==> config.mk <==
export PLATFORM = sky130hd
export DESIGN_NAME = normalize_seq
export DESIGN_NICKNAME = d
export VERILOG_FILES = /design/src/rtl/normalize_seq.sv
export SDC_FILE = /design/constraint.sdc
export NUM_CORES = 1
export LEC_CHECK = 0
export ABC_CLOCK_PERIOD_IN_PS = 2900
export CORE_UTILIZATION = 30
export CTS_CLUSTER_SIZE = 10
export DETAILED_ROUTE_END_ITERATION = 7
export PLACE_DENSITY = 0.56
export SLEW_MARGIN = 40
export SYNTH_ARGS = -nofsm -noshare
export SYNTH_HDL_FRONTEND = slang
export SYNTH_SLANG_ARGS = --single-unit
==> constraint.sdc <==
create_clock -name clk -period 2.9 [get_ports clk]
set_input_delay 0.29 -clock clk [delete_from_list [all_inputs] [get_ports clk]]
set_output_delay 0.29 -clock clk [all_outputs]
set_load 0.05 [all_outputs]
==> src/rtl/normalize_seq.sv <==
// normalize_seq: multi-cycle left-normalizer between the significand adder and
//   the round stage. Folds the adder carry-out in on load, then shifts one
//   coarse (COARSE-bit) or fine (1-bit) step per cycle until the MSB is set or
//   the exponent reaches EXP_FLOOR. Latency accept->out_valid is steps+1 cycles.
//   Accepts a new beat only while idle; holds the result until out_ready.
// Ports:
//   clk, rst_n              clock, asynchronous active-low reset
//   in_valid/in_ready       input handshake (in_ready high only when idle)
//   in_neg/in_carry         result sign, adder carry-out (bit INTn of raw sum)
//   in_exp/in_sig           signed exponent of in_sig[INTn-1], raw significand
//   out_valid/out_ready     output handshake to round
//   out_neg/out_exp/out_sig normalized sign, exponent, significand
//   out_zero                significand is exactly zero
module normalize_seq #(
  parameter int INTn   = 32,
  parameter int NEXP   = 8,
  parameter int NSIG   = 23,
  parameter int COARSE = 8
) (
  input  logic              clk,
  input  logic              rst_n,
  input  logic              in_valid,
  output logic              in_ready,
  input  logic              in_neg,
  input  logic              in_carry,
  input  logic [NEXP+1:0]   in_exp,
  input  logic [INTn-1:0]   in_sig,
  output logic              out_valid,
  input  logic              out_ready,
  output logic              out_neg,
  output logic [NEXP+1:0]   out_exp,
  output logic [INTn-1:0]   out_sig,
  output logic              out_zero
);

  localparam int EW        = NEXP + 2;
  localparam int EMIN      = 2 - 2**(NEXP-1);
  localparam int EXP_FLOOR = EMIN - NSIG - 2;

  localparam logic signed [EW-1:0] FLOOR_E = EW'(EXP_FLOOR);
  // One extra bit so exp-COARSE cannot wrap before the floor comparison.
  localparam logic signed [EW:0]   FLOOR_W = (EW+1)'(EXP_FLOOR);

  typedef enum logic [1:0] {IDLE, SHIFT, HOLD} state_t;

  state_t                 state_q;
  logic                   in_ready_q;
  logic                   out_valid_q;
  logic                   neg_q;
  logic                   zero_q;
  logic signed [EW-1:0]   exp_q;
  logic [INTn-1:0]        sig_q;

  logic [INTn-1:0]        ld_sig_d;
  logic signed [EW-1:0]   ld_exp_d;
  logic signed [EW:0]     exp_m_c;
  logic                   coarse_ok;

  // Load values: a carry-out means the true MSB is bit INTn, so shift right by
  // one and keep the dropped bit as sticky in bit 0.
  always_comb begin
    ld_sig_d = in_sig;
    ld_exp_d = in_exp;
    if (in_carry) begin
      ld_sig_d    = {1'b1, in_sig[INTn-1:1]};
      ld_sig_d[0] = in_sig[1] | in_sig[0];
      ld_exp_d    = in_exp + EW'(1);
    end
  end

  // Coarse step only when it shifts out zeros and stays at or above the floor.
  always_comb begin
    exp_m_c   = {exp_q[EW-1], exp_q} - (EW+1)'(COARSE);
    coarse_ok = (sig_q[INTn-1 -: COARSE] == '0) && (exp_m_c >= FLOOR_W);
  end

  always_ff @(posedge clk or negedge rst_n) begin
    if (!rst_n) begin
      state_q     <= IDLE;
      in_ready_q  <= 1'b1;
      out_valid_q <= 1'b0;
      neg_q       <= 1'b0;
      zero_q      <= 1'b0;
      exp_q       <= '0;
      sig_q       <= '0;
    end else begin
      case (state_q)
        IDLE: begin
          if (in_valid) begin
            sig_q      <= ld_sig_d;
            exp_q      <= ld_exp_d;
            neg_q      <= in_neg;
            zero_q     <= 1'b0;
            in_ready_q <= 1'b0;
            state_q    <= SHIFT;
          end
        end
        SHIFT: begin
          if (sig_q == '0) begin
            zero_q      <= 1'b1;
            out_valid_q <= 1'b1;
            state_q     <= HOLD;
          end else if (sig_q[INTn-1] || (exp_q == FLOOR_E)) begin
            out_valid_q <= 1'b1;
            state_q     <= HOLD;
          end else if (coarse_ok) begin
            sig_q <= sig_q << COARSE;
            exp_q <= exp_m_c[EW-1:0];
          end else begin
            sig_q <= sig_q << 1;
            exp_q <= exp_q - EW'(1);
          end
        end
        HOLD: begin
          if (out_ready) begin
            out_valid_q <= 1'b0;
            in_ready_q  <= 1'b1;
            state_q     <= IDLE;
          end
        end
        default: begin
          out_valid_q <= 1'b0;
          in_ready_q  <= 1'b1;
          state_q     <= IDLE;
        end
      endcase
    end
  end

  assign in_ready  = in_ready_q;
  assign out_valid = out_valid_q;
  assign out_neg   = neg_q;
  assign out_zero  = zero_q;
  assign out_exp   = exp_q;
  assign out_sig   = sig_q;

endmodule

## Yosys cells after proc, flatten, opt, wreduce, memory -nomap -nowiden

Index checks and enable logic that the tools add are counted.

- Flip-flop bits (word level): 48
- Output and inout bits: 46
- Logic and storage cells: 61

- Reduce and logical (&&, ||, !) cells: 12
- Bitwise gates (word level): 3
- Multiplexer cells: 26
- $lt $le $gt $ge: 1
- Eq/ne operators: 9
- $add $sub $neg: 3

Operators by type and width:

| kind | number |
|---|---|
| $mux W32 | 5 |
| $pmux W32 S2 | 1 |
| $mux W10 | 5 |
| $logic_not A32 Y1 | 1 |
| $pmux W10 S2 | 1 |
| $reduce_and A3 Y1 | 4 |
| $ge A11 B9 Y1 const B | 1 |
| $sub A10 B5 Y11 const B | 1 |
| $add A10 B1 Y10 const B | 1 |
| $eq A10 B9 Y1 const B | 1 |
| $ne A2 B2 Y1 const B | 5 |
| $sub A10 B2 Y10 const B | 1 |
| $logic_not A8 Y1 | 1 |
| $mux W2 | 4 |
| $mux W1 | 6 |
| $pmux W1 S3 | 2 |
| $pmux W2 S3 | 1 |
| $reduce_and A4 Y1 | 1 |
| $ne A3 B3 Y1 const B | 1 |
| $eq A2 B1 Y1 const B | 1 |
| $eq A2 B2 Y1 const B | 1 |
| $logic_not A2 Y1 | 1 |
| $not A1 Y1 | 2 |
| $pmux W1 S2 | 1 |
| 5 further kinds | 5 |

## Longest topological paths before layout

Gate-level depths: netlist (run 1).

- Depth in word-level cells: 7
- Gate-level depth with buffers: 11

## Least setup slack after synthesis (run 1)

Ideal clock, no wire load.

- Path kind: flip-flop to flip-flop
- Start point: reg exp_q[4], in the netlist out_exp[4]
- End point: reg exp_q[5], in the netlist out_exp[5]
- Library setup time: 0.150 ns
- Data required time: 2.750 ns
- Stages on the path, launching flop included: 8
- Slack: 0.125 ns
- Data arrival time: 2.625 ns
- Cell sequence: dfrtp_1 > or4_4 > or4_1 > a22o_1 > o21a_1 > clkbuf_1 > a21oi_1 > o32ai_1

- Word-level cells in the longest chain between the ends: 7
- Elaborated cells between the ends (all ways): 12
- Classes of those cells: add/sub (2); order compare (1); eq/ne (2); mux (4); reduce/logical (3)

RTL lines:

| item | RTL line | RTL |
|---|---|---|
| start: declaration | 51 | `logic signed [EW-1:0] exp_q;` |
| start signal: assignment | 91 | `exp_q <= ld_exp_d;` |
| start signal: assignment | 108 | `exp_q <= exp_m_c[EW-1:0];` |
| start signal: assignment | 111 | `exp_q <= exp_q - EW'(1);` |
| $sub A10 B5 Y11 | 73 | `exp_m_c = {exp_q[EW-1], exp_q} - (EW+1)'(COARSE);` |
| $ge A11 B9 Y1 | 74 | `coarse_ok = (sig_q[INTn-1 -: COARSE] == '0) && (exp_m_c >= FLOOR_W);` |
| $logic_and A1 B1 Y1 | 74 |  |
| $mux W10 | 106 | `end else if (coarse_ok) begin` |
| $mux W10 | 103 | `end else if (sig_q[INTn-1] \|\| (exp_q == FLOOR_E)) begin` |
| $mux W10 | 99 | `if (sig_q == '0) begin` |
| $pmux W10 S2 | 87 | `case (state_q)` |

Parallel ways exist; a longest one is shown, timed or not. The select of a mux whose other input is x is not followed.
A chain may end at the register's enable or synchronous reset.

## Final worst setup path (run 1)

- Start point: reg exp_q[4], in the netlist out_exp[4]
- End point: reg sig_q[20], in the netlist out_sig[20]

- Word-level cells in the longest chain between the ends: 7
- Elaborated cells between the ends (all ways): 11
- Classes of those cells: add/sub (1); order compare (1); eq/ne (2); mux (4); reduce/logical (3)

RTL lines:

| item | RTL line | RTL |
|---|---|---|
| $sub A10 B5 Y11 | 73 |  |
| $ge A11 B9 Y1 | 74 |  |
| $logic_and A1 B1 Y1 | 74 |  |
| $mux W32 | 106 |  |
| $mux W32 | 103 |  |
| $mux W32 | 99 |  |
| $pmux W32 S2 | 87 |  |
| end signal: assignment | 90 | `sig_q <= ld_sig_d;` |
| end signal: assignment | 107 | `sig_q <= sig_q << COARSE;` |
| end signal: assignment | 110 | `sig_q <= sig_q << 1;` |
| end: declaration | 52 | `logic [INTn-1:0] sig_q;` |

Parallel ways exist; a longest one is shown, timed or not. The select of a mux whose other input is x is not followed.

==> results.cfg, run 1 <==
[timing]
hold_viol = 0
setup_violations = 0
slew_headroom_pct = 52.2
worst_hold_slack_ns = 0.0989
tightest_slew_ns = 0.699
setup_tns_ns = 0
drv_slew = 0
timing.final.crit_share_pct = 93.6
rsz0062_at_grt = no
min_period_ns = 2.71
fmax_ghz = 0.369
clock_skew_ns = 0.00771

[finish]
fill_cells = 1118
antenna_cells = 0
nNetsFinal = 530
regArea_sq_um = 1200
multiInputGateArea_sq_um = 2080
syn_to_final_growth_pct = 37.2
drive_gt1_share_pct = 11.1

[placed_design]
hpwl_mm = 8.16
gp_congestion = 0.922
port_buffers = 93

[drt]
antenna_left = 0
wl_per_cell_microns = 17.9
wl_met2_mm = 5.22
met1_length_mm = 5.29
drt-total-wl_mm = 11.1
highest_layer = met4
dr.pass1.iters = 4
drc = 0
via_per_inst = 5.53
vias = 3415
drtIter0Drc = 165
wl_met3_microns = 499

[floorplanning]
die_height_microns = 109
rows = 38
dieArea_sq_um = 11900
start_util_pct = 31.2
die_width_microns = 109
ios = 94
core_region_area_sq_um = 11000

[yosys]
yosysMostFrequentCell = dfrtp_1
ys.flop_type = dfrtp_1
synth-edff-count = 0
yosysUniqueCellTypes = 50
synth.largest_area_cell = dfrtp_1
netlist_top_cells_count = dfrtp_1, nor2_1, clkbuf_1, mux2i_1
synthesis.area_sq_um = 3440
syn_inst = 389
synth_warnings = 0
synth-seq-cells = 48
yosysSeqAreaShare_pct = 34.9
synth_area_leaders = dfrtp_1, mux2i_1, a211oi_2
synth_top_area_share_pct = 34.1
synth_area_per_cell_sq_um = 8.85
ys_async_sr_fraction_pct = 100
syn_nets = 442

[clock_network]
htreeDepth = 2
clkTransAtPathRegs_ns = 0.07
clockBufferDepth = 2
cts_tree = yes
post_cts_buffers = 0
numCtsBuffers = 5
cts_sinks = 48
clk_latency_ns = 0.29
cts_root_buf = clkbuf_16

[power_and_ir_drop]
power.density_nw_per_um2 = 1130
ir_worst_vdd_v = 0.000507
power.leakage_nw = 1.74
power_w = 0.00535

[job]
maxCapViolCount = 0

[global_route]
grt_pass1_wl_mm = 18.2
grt_pass1_vias = 3364
antenna_found_initial = 0
grt_usage_pct = 19.7
overflow = 0
grt_max_degree = 49

[worst_setup_path]
cp-startpoint = out_exp[4]$_DFFE_PN0P_
cp-endpoint = out_sig[20]$_DFFE_PN0P_
r2r_slack_ns = 0.19
crit_fanout = 24
critPathKind = reg -> reg
reg2reg_to = out_sig[20]$_DFFE_PN0P_
crit_arrival_ns = 2.86
timing.rr.start = out_exp[4]$_DFFE_PN0P_
reg2reg_depth = 9
worst_setup_path_start_kind = flip-flop
crit_required_ns = 3.05
end_kind = flip-flop

[run_status]
status = complete, no violations

[min_path]
hold_path.class = in -> async
## logic make-up after synthesis
kind of cell / Yosys count / synth area share (%)
AOI/OAI and AO/OA: 104 / 24.3
xor gates and xnor gates: 12 / 3.05
adders and majority gates: 5 / 1.82
buffers and inverters: 39 / 4.90
DFF: 48 / 34.9
muxes: 27 / 7.85
and+or+nand+nor: 154 / 23.2
## metal layers
layer / GRT usage, % / up-vias
met5: 0 / -
met4: 3.96 / 0
met3: 2.75 / 9
met2: 32.0 / 106
met1: 27.6 / 1645
li1: - / 1655
## critical path, cell delays in order, from the launching register on
cell and delay, ns:
dfrtp_1 0.45, inv_1 0.08, ha_1 0.23, or3b_1 0.44, xor2_1 0.19, a211o_1 0.36, o21ai_2 0.24, buf_12 0.23
mux2i_1 0.25, a211oi_2 0.10
## worst min-delay path by stage
stage	end	slack [ns]	cells after the start
final	out_sig[2]$_DFFE_PN0P_	0.1	2
after global routing	out_sig[2]$_DFFE_PN0P_	0.17	2
after CTS	out_sig[2]$_DFFE_PN0P_	0.13	2
after detailed placement	out_sig[2]$_DFFE_PN0P_	0.45	2
after global placement	out_sig[2]$_DFFE_PN0P_	0.45	2
after floorplan	out_exp[0]$_DFFE_PN0P_	-0.006	0
## area by class of cell
class / count / area share (%)
clock buffers: 5 / 2.65
clock inverters: 3 / 0.477
inverters: 7 / 0.556
multi-input cells: 302 / 44.0
flip-flops and latches: 48 / 25.5
well taps: 140 / 3.71
repair buffers: 113 / 23.2
## registers in the layout (all words and copies together), names as in the netlist
signal / flops
out_exp: 10
out_zero: 1
in_ready: 1
out_valid: 1
out_sig: 32
state_q: 2
out_neg: 1
## placed cells by master (no fill, tap or decap), drive strengths merged, types with 4 or more instances in the layout
cell type and n:
nor4 12, a211oi 29, and3 4, nor3 22, nor2b 24, nor2 36
nand3 7, nand4 12, mux2i 27, clkbuf 5, ha 5, a2111oi 22
inv 8, dfrtp 47, o21ai 12, xor2 6, clkdlybuf4s50 91, xnor2 6
a21oi 13, buf 22, a31oi 5, nand2 24
## per-stage QoR
stage,utilization [%],worst slack [ns],cell area (sq um),instances
2_1_floorplan,-,0.125,3440,389
3_3_place_gp,41.5,0.249,4580,610
3_5_place_dp,41.5,0.192,4580,610
4_1_cts,42.8,0.187,4720,618
5_1_grt,42.8,0.0294,4720,618
6_report,42.8,0.187,4720,618
## power by group
| group | switching, W | internal (W) |
|---|---|---|
| registers | 0.000508 | 0.000985 |
| clock network | 0.000270 | 0.000323 |
| logic | 0.00209 | 0.00118 |
| total | 0.00286 | 0.00249 |
## what timing repair did
item,CTS,global route
endpoints found under the setup margin,0,1
resized for setup,0,1
hold buffers,0,0
Power figures use the tool's default switching activity.
==> run 2: changes to the inputs <==
--- a/config.mk
+++ b/config.mk
@@ -10,6 +10,7 @@
 export CTS_CLUSTER_SIZE = 10
 export DETAILED_ROUTE_END_ITERATION = 7
 export PLACE_DENSITY = 0.56
+export REMOVE_ABC_BUFFERS = 1
 export SLEW_MARGIN = 40
 export SYNTH_ARGS = -nofsm -noshare
 export SYNTH_HDL_FRONTEND = slang
==> results.cfg, run 2 (same netlist as run 1, synthesis figures left out) <==
[run_status]
status = complete, no violations

[floorplanning]
die_width_microns = 109
core_region_area_sq_um = 11000
ios = 94
rows = 38
dieArea_sq_um = 11900
start_util_pct = 31.2
die_height_microns = 109

[timing]
clock_skew_ns = 0.00752
min_period_ns = 2.76
drv_slew = 0
rsz0062_at_grt = no
fmax_ghz = 0.362
timing.final.crit_share_pct = 95.3
setup_violations = 0
tightest_slew_ns = 0.713
fin_ws_ns = 0.136
slew_headroom_pct = 51.2
hold_viol = 0

[finish]
syn_to_final_growth_pct = 38.3
nNetsFinal = 533
instances_no_fill = 621
fill_cells = 1143
regArea_sq_um = 1200
multiInputGateArea_sq_um = 2080
layout_common_cells = clkdlybuf4s50_1, dfrtp_1, nor2_1, mux2i_1, nand2_1
antenna_cells = 0
largest_reg_flops = 32
design_area_sq_um = 4760
drive_gt1_share_pct = 11.2
final_common_cell = clkdlybuf4s50_1

[worst_setup_path]
end_kind = flip-flop
crit_arrival_ns = 2.94
worst_setup_path_start_kind = flip-flop
critPathKind = reg -> reg
crit_fanout = 30
crit_required_ns = 3.08

[power_and_ir_drop]
seq_power_share_pct = 26.4
switchingPower_w = 0.00284
p_clk_share_pct = 12.2
intPower_w = 0.00261
p_sw_share_pct = 52.1
power.leakage_nw = 1.76
power.density_nw_per_um2 = 1140
ir_worst_vdd_v = 0.000610
combPwrFrac_pct = 61.4

[drt]
drt-total-wl_mm = 10.8
antenna_left = 0
drc = 0
via_per_inst = 5.43
dr.pass1.iters = 4
wl_per_cell_microns = 17.5
vias = 3370
drtIter0Drc = 150

[clock_network]
clk_latency_ns = 0.29
clockBufferDepth = 2
cts_hold_buf = 0
cts_root_buf = clkbuf_16
clkTransAtPathRegs_ns = 0.07
numCtsBuffers = 5
post_cts_buffers = 0
cts_sinks = 48
cts_tree = yes
htreeDepth = 2
cts-resized-gates = 0

[global_route]
grt_pass1_wl_mm = 17.5
grt_pass1_vias = 3305
grt_max_degree = 51
grt_usage_pct = 19.0
overflow = 0
antenna_found_initial = 0

[placed_design]
gp_congestion = 0.841
dpl-instance-area_sq_um = 4600
port_buffers = 93
hpwl_mm = 7.90
dp_slack_ns = 0.168
numPlacedInstances = 613

[min_path]
hold_path.class = in -> async

[job]
maxCapViolCount = 0
run 2: cell types whose count changed in the layout (fill, tap and decap cells not counted):
cell | before | now
bufinv_16 | 0 | 1
or2_1 | 0 | 1
inv_6 | 1 | 0
clkinv_4 | 1 | 0
or2_2 | 1 | 0
buf_4 | 18 | 21
clkbuf_1 | 0 | 1
run 2: power by group through the flow:
stage	Sequential (W)	Clock, W	Combinational (W)
after floorplan	0.00236	0	0.00109
final	0.00144	0.000663	0.00335
after detailed placement	0.00145	0	0.00335
after CTS	0.00144	0.000672	0.00336
after global placement	0.00144	0	0.00333
after global routing	0.00149	0.000698	0.00358
run 2: worst max-delay path, stage by stage (launching register included):
cell and delay (ns):
dfrtp_1 0.46, or4_4 0.59, or4_1 0.48, a22o_1 0.27
o21ai_2 0.17, buf_12 0.23, o31ai_1 0.13, a211o_1 0.32
run 2: worst paths after layout:
path | cells past startpoint | slack (ns) | startpoint | endpoint
hold reg to reg | 2 | 0.48 | out_neg$_DFFE_PN0P_ | out_neg$_DFFE_PN0P_
max in group asynchronous | 2 | 2.13 | rst_n | out_sig[31]$_DFFE_PN0P_
setup / recovery | 7 | 0.14 | out_exp[4]$_DFFE_PN0P_ | out_exp[7]$_DFFE_PN0P_
min in group clk | 2 | 0.48 | out_neg$_DFFE_PN0P_ | out_neg$_DFFE_PN0P_
hold / removal | 1 | 0.007 | rst_n | out_neg$_DFFE_PN0P_
setup reg to reg | 7 | 0.14 | out_exp[4]$_DFFE_PN0P_ | out_exp[7]$_DFFE_PN0P_
run 2: area by class of cell:
| class | instances | area share, % |
|---|---|---|
| Clock buffer | 6 | 2.71 |
| Timing Repair Buffer | 116 | 23.5 |
| Clock inverter | 2 | 0.735 |
| Multi-Input combinational cell | 302 | 43.6 |
| Tap cell | 140 | 3.68 |
| Inverter | 7 | 0.552 |
| Sequential cell | 48 | 25.2 |
run 2: routing by layer:
metal	up-vias	GRT usage [%]	share of wire [%]
li1	1663	-	-
met1	1605	25.3	46
met2	88	31.9	48
met3	14	2.57	4.9
met4	0	5.60	1.5
met5	-	0	0
run 2: through the flow:
step | total power, W | TNS (ns) | util (%) | hold WS, ns
5_1_grt | 0.00576 | 0 | 43.2 | 0.0625
6_report | 0.00545 | 0 | 43.2 | 0.00667
4_1_cts | 0.00547 | 0 | 43.2 | 0.0316
3_5_place_dp | 0.00479 | 0 | 41.7 | 0.342
2_1_floorplan | 0.00346 | -47.43 | - | -0.00559
3_3_place_gp | 0.00477 | 0 | 41.7 | 0.342
